<file path="src/rtl/arm_pkg.sv">
// Shared definitions for the MMC arm dead-time generator.
// Leg state encodings and default arm widths.
package arm_pkg;

    localparam int N_LEGS = 4;
    localparam int DT_W   = 8;

    typedef enum logic [1:0] {
        ST_OFF,
        ST_LO_ON,
        ST_HI_ON,
        ST_DT
    } leg_state_t;

endpackage

</file>
<file path="src/rtl/arm_deadtime_if.sv">
// Command/gate bundle between arm_balance side and the dead-time block.
// master drives commands, slave returns gates.
interface arm_deadtime_if;
    import arm_pkg::*;

    logic              enable;
    logic [DT_W-1:0]   dt_cycles;
    logic [N_LEGS-1:0] Fo;
    logic [N_LEGS-1:0] gate_hi;
    logic [N_LEGS-1:0] gate_lo;
    logic [N_LEGS-1:0] dt_active;

    modport master (
        output enable, dt_cycles, Fo,
        input  gate_hi, gate_lo, dt_active
    );

    modport slave (
        input  enable, dt_cycles, Fo,
        output gate_hi, gate_lo, dt_active
    );

endinterface

</file>
<file path="src/rtl/arm_deadtime_leg.sv">
// One leg: complementary gate FSM with a down-counted both-off interval.
// Gate outputs are registered from the next state so they never glitch.
module arm_deadtime_leg
    import arm_pkg::*;
(
    input  logic            clk,
    input  logic            rst,
    input  logic            enable,
    input  logic [DT_W-1:0] dt_cycles,
    input  logic            fo,
    output logic            gate_hi,
    output logic            gate_lo,
    output logic            dt_active
);

    leg_state_t      state;
    leg_state_t      state_nx;
    logic [DT_W-1:0] cnt;
    logic [DT_W-1:0] cnt_nx;
    logic [DT_W-1:0] d_m1;

    // A zero dead time still gets one full both-off cycle.
    assign d_m1 = (dt_cycles == '0) ? '0 : dt_cycles - 1'b1;

    always_ff @(posedge clk or posedge rst) begin
        if (rst) begin
            state     <= ST_OFF;
            cnt       <= '0;
            gate_hi   <= 1'b0;
            gate_lo   <= 1'b0;
            dt_active <= 1'b0;
        end else begin
            state     <= state_nx;
            cnt       <= cnt_nx;
            gate_hi   <= (state_nx == ST_HI_ON);
            gate_lo   <= (state_nx == ST_LO_ON);
            dt_active <= (state_nx == ST_DT);
        end
    end

    always_comb begin
        state_nx = state;
        cnt_nx   = cnt;
        if (!enable) begin
            state_nx = ST_OFF;
            cnt_nx   = '0;
        end else begin
            unique case (state)
                ST_OFF: begin
                    state_nx = ST_DT;
                    cnt_nx   = d_m1;
                end
                ST_LO_ON: begin
                    if (fo) begin
                        state_nx = ST_DT;
                        cnt_nx   = d_m1;
                    end
                end
                ST_HI_ON: begin
                    if (!fo) begin
                        state_nx = ST_DT;
                        cnt_nx   = d_m1;
                    end
                end
                ST_DT: begin
                    if (cnt == '0) begin
                        state_nx = fo ? ST_HI_ON : ST_LO_ON;
                    end else begin
                        cnt_nx = cnt - 1'b1;
                    end
                end
                default: begin
                    state_nx = ST_OFF;
                    cnt_nx   = '0;
                end
            endcase
        end
    end

endmodule

</file>
<file path="src/rtl/arm_deadtime.sv">
// Dead-time generator for one MMC arm: N_LEGS independent leg FSMs
// sharing enable and dead-time setting.
module arm_deadtime
    import arm_pkg::*;
(
    input logic           clk,
    input logic           rst,
    arm_deadtime_if.slave bus
);

    logic [N_LEGS-1:0] hi;
    logic [N_LEGS-1:0] lo;
    logic [N_LEGS-1:0] act;

    for (genvar i = 0; i < N_LEGS; i++) begin : g_leg
        arm_deadtime_leg u_leg (
            .clk       (clk),
            .rst       (rst),
            .enable    (bus.enable),
            .dt_cycles (bus.dt_cycles),
            .fo        (bus.Fo[i]),
            .gate_hi   (hi[i]),
            .gate_lo   (lo[i]),
            .dt_active (act[i])
        );
    end

    assign bus.gate_hi   = hi;
    assign bus.gate_lo   = lo;
    assign bus.dt_active = act;

endmodule
</file>
<file path="src/flat_wrapper.sv">
// flat-port wrapper written by rule: the top's interface ports become plain ports
module arm_deadtime_flat import arm_pkg::*;
  (clk, rst, bus_enable, bus_dt_cycles, bus_Fo, bus_gate_hi, bus_gate_lo, bus_dt_active);
  arm_deadtime_if bus_i ();
  input logic clk;
  input logic rst;
  input wire logic [$bits(bus_i.enable)-1:0] bus_enable;
  input wire logic [$bits(bus_i.dt_cycles)-1:0] bus_dt_cycles;
  input wire logic [$bits(bus_i.Fo)-1:0] bus_Fo;
  output wire logic [$bits(bus_i.gate_hi)-1:0] bus_gate_hi;
  output wire logic [$bits(bus_i.gate_lo)-1:0] bus_gate_lo;
  output wire logic [$bits(bus_i.dt_active)-1:0] bus_dt_active;
  assign bus_i.enable = bus_enable;
  assign bus_i.dt_cycles = bus_dt_cycles;
  assign bus_i.Fo = bus_Fo;
  assign bus_gate_hi = bus_i.gate_hi;
  assign bus_gate_lo = bus_i.gate_lo;
  assign bus_dt_active = bus_i.dt_active;
  arm_deadtime u_core (.clk(clk), .rst(rst), .bus(bus_i));
endmodule
</file>
<file path="config.mk">
export PLATFORM = sky130hd
export DESIGN_NAME = arm_deadtime_flat
export DESIGN_NICKNAME = d
export VERILOG_FILES = /design/src/rtl/arm_pkg.sv /design/src/rtl/arm_deadtime_if.sv /design/src/rtl/arm_deadtime_leg.sv /design/src/rtl/arm_deadtime.sv /design/src/flat_wrapper.sv
export SDC_FILE = /design/constraint.sdc
export NUM_CORES = 1
export LEC_CHECK = 0
export CAP_MARGIN = 20
export CORE_UTILIZATION = 50
export DETAILED_ROUTE_END_ITERATION = 8
export PLACE_DENSITY = 0.72
export SYNTH_ARGS = -nofsm -noshare
export SYNTH_HDL_FRONTEND = slang
export SYNTH_HIERARCHICAL = 1
export SYNTH_SLANG_ARGS = --single-unit
</file>
<file path="constraint.sdc">
create_clock -name clk -period 2.2 [get_ports clk]
set_input_delay 0.33 -clock clk [delete_from_list [all_inputs] [get_ports clk]]
set_output_delay 0.33 -clock clk [all_outputs]
set_load 0.005 [all_outputs]
</file>
==> reports/summary.txt, run 1 <==
Final routed DRC violation total: 0
Core occupancy in the finished layout: 62.27%
CTS Root Cell: clkbuf_8
Synth unique cells: 62
Final period util: 94.39%
Post-Synth Simple-Gate Area: 26.11%
Slew Viols, Final: 0
Layout Skew: 0.01181 ns
Min-Delay Path Class: input port to async pin
Mapped Cells: 431
Max FO, Critical Path: 8
Worst setup path category: flop to flop
Num ports: 27
MaxCap Viol Count: 0
# resized after CTS: 0
Worst hold slack: 0.4813 ns
Mux share of post-synthesis cell area: 3.495%
Max rail drop VDD: 0.0002562 V
Worst Tran Pin Value: 0.4932 ns
Number of synthesized register bits: 52
Initial antenna violation count: 0
Vias: 3603
Compound-Gate Fraction of Synth Area: 24.66%
Critical Path RT: 2.40 ns
Pleak: 1.946 nW
H-tree depth: 2
Fillers: 659
DR WL/cell: 15.42 um
# diodes: 0
Area growth syn-to-layout: 19.65%
Status: finished clean
Most frequent cells in the layout: dfrtp_1, buf_4, nor2_1
Syn Std Cell Area: 0.003795 mm2
Main flop type after synthesis: dfrtp_1
Initial DRC count: 219
Clk_lat worst skew: 0.30 ns
Most common cell after layout, fill and taps aside: dfrtp_1
Register area share after synthesis: 34.29%
Die area: 0.007942 mm2
DP HPWL: 7105 um
Fraction of the mapped netlist area in adder cells: 5.275%
DRT Pass-1 Iters: 5
Final ANT Viol Nets: 0
CTS clk-pin slew, worst paths: 0.10 ns
EDFF count, synth: 0
Die Wd: 89.12 um
# Post-CTS Setup Buffers: 0
Syn_nets: 462
Final Net Count: 529
Startpoint Class: flop
CTS sink cnt: 52
Setup crit start: u_core/g_leg[1].u_leg/cnt[4]
Setup-failing EPs final: 0
Final min period: 2.077 ns
Syn. warnings: 6
Met3 WL post-DR: 401 um
Share of flip-flops with an asynchronous set or reset: 100.0%
CTS Buffer Depth: 2
CTS tree: done
Number of global-route vias before repair: 3466
Num CTS Buffers: 5
Worst R2R Start: u_core/g_leg[1].u_leg/cnt[4]
Core footprint: 0.007292 mm2
DR WL met2: 4440 um
Chip Height: 89.12 um
# port buffers: 26
DR vias/cell: 6.025
Mean Syn Cell Area: 8.805 um2
Layout cells sized above 1: 17.64%
Row count: 31
Largest net degree at the start of global routing: 24
Post-synthesis xor/xnor area fraction: 0.9232%
Overall Global Routing Usage: 24.67%
Final GP Congestion: 0.8916
Hold_buf cts: 0
P per Cell Area: 560.0 mW/mm2
Starting Density: 52.04%
DRT Wirelength: 9224 um
FMAX: 481.6 MHz
Worst setup EP type: flop
Max Used Layer: met4
Largest family of logic cells by synthesized area: simple AND/OR/NAND/NOR gates
Met1 WL: 4266 um
Worst EP arrival: 2.28 ns
Remaining Overflow, GRT: 0
RSZ-0062 raised after global routing: false
First-pass GRT wire length: 15580 um
Slew HR: 66.18%
Final-report hold violation count: 0
==> layer usage <==
layer	GRT usage [%]	vias to the layer above
li1	-	1752
met1	33.79	1746
met2	40.46	97
met3	3.232	8
met4	7.937	0
met5	0	-
==> sequential cells by signal (all words and copies together), names as in the netlist <==
register                      count
u_core/g_leg.u_leg/dt_active      4
u_core/g_leg.u_leg/gate_hi        4
u_core/g_leg.u_leg/cnt           32
u_core/g_leg.u_leg/gate_lo        4
u_core/g_leg.u_leg/state          8
==> worst paths after layout <==
path,to,slack [ns],cells past startpoint
min,u_core/g_leg[1].u_leg/cnt[1],0.48,2
max in group asynchronous,u_core/g_leg[3].u_leg/state[0],1.34,2
min reg2reg,u_core/g_leg[1].u_leg/cnt[6],0.54,1
max,u_core/g_leg[1].u_leg/cnt[6],0.12,5
max reg2reg,u_core/g_leg[1].u_leg/cnt[6],0.12,5
min in group clk,u_core/g_leg[1].u_leg/cnt[6],0.54,1
==> through the flow <==
step                      instance area, um2  power (mW)  TNS, ns  std cells  setup slack, ns
after floorplan                         3795       1.712        0        431           0.1905
after global placement                  4446       1.979   -1.506        590          -0.1577
after detailed placement                4446       2.001   -2.042        590          -0.2201
after CTS                               4534       2.560        0        598           0.1038
after global routing                    4541       2.709        0        598          0.02498
final                                   4541       2.543        0        598           0.1235
==> layout make-up <==
cell class / count / area [um2] / area share [%]
tap: 99 / 123.9 / 2.728
sequential: 52 / 1301 / 28.66
timing repair buffer: 72 / 605.6 / 13.34
clock inverter: 2 / 16.27 / 0.3582
inverter: 32 / 120.1 / 2.645
clock buffer: 6 / 72.57 / 1.598
multi-input combinational: 335 / 2301 / 50.68
==> cell usage after synthesis, types with 3 or more instances <==
master	number	area, um2
dfrtp_1	52	1301
nor2_1	33	123.9
o21ai_0	31	155.2
inv_1	29	108.9
nand2_1	27	101.4
a21oi_1	21	105.1
nor3_1	17	85.08
o22ai_1	17	106.4
ha_1	16	200.2
a32o_1	12	120.1
and2_1	12	75.07
nand2b_1	12	75.07
nand3_1	10	50.05
nor2b_1	10	62.56
mux2i_1	8	80.08
nor4_1	8	50.05
o31ai_1	8	60.06
o41ai_1	7	61.31
or4_1	7	52.55
o2bb2ai_1	6	52.55
a31oi_1	5	31.28
buf_6	4	45.04
clkbuf_1	4	15.01
nor3b_1	4	30.03
or3_1	4	25.02
or3_2	4	30.03
xor2_1	4	35.03
a211oi_1	3	22.52
and3_1	3	18.77
buf_2	3	15.01
inv_2	3	11.26
nor4b_1	3	26.28
or2_2	3	18.77
or3b_2	3	26.28
==> logic make-up after synthesis <==
family | count (synthesis)
AO/OA/AOI/OAI | 129
XOR/XNOR | 4
adder cells (fa/ha/maj) | 16
buffers and inverters | 44
flip-flops | 52
multiplexers | 12
AND/OR/NAND/NOR | 174
==> critical path: stages (launching register included) <==
cell and delay, ns:
dfrtp_1 0.45, or4_4 0.58, o41a_4 0.43, o21ai_4 0.20, inv_2 0.08, a32o_1 0.23
==> power by group <==
group          leakage (nW)  total [mW]  internal (mW)  switching [mW]
clock                0.0414       0.549          0.227           0.322
sequential            0.671        1.15           1.05           0.102
combinational          1.23       0.839          0.383           0.455
total                  1.95        2.54           1.66           0.880
Note: power is estimated with default switching activity, not from simulation.
==> inputs of run 2 (changes only) <==
--- a/config.mk
+++ b/config.mk
@@ -5,7 +5,6 @@
 export SDC_FILE = /design/constraint.sdc
 export NUM_CORES = 1
 export LEC_CHECK = 0
-export CAP_MARGIN = 20
 export CORE_UTILIZATION = 50
 export DETAILED_ROUTE_END_ITERATION = 8
 export PLACE_DENSITY = 0.72
==> results of run 2 <==
Final layout, timing and power as in run 1 (identical DEF).
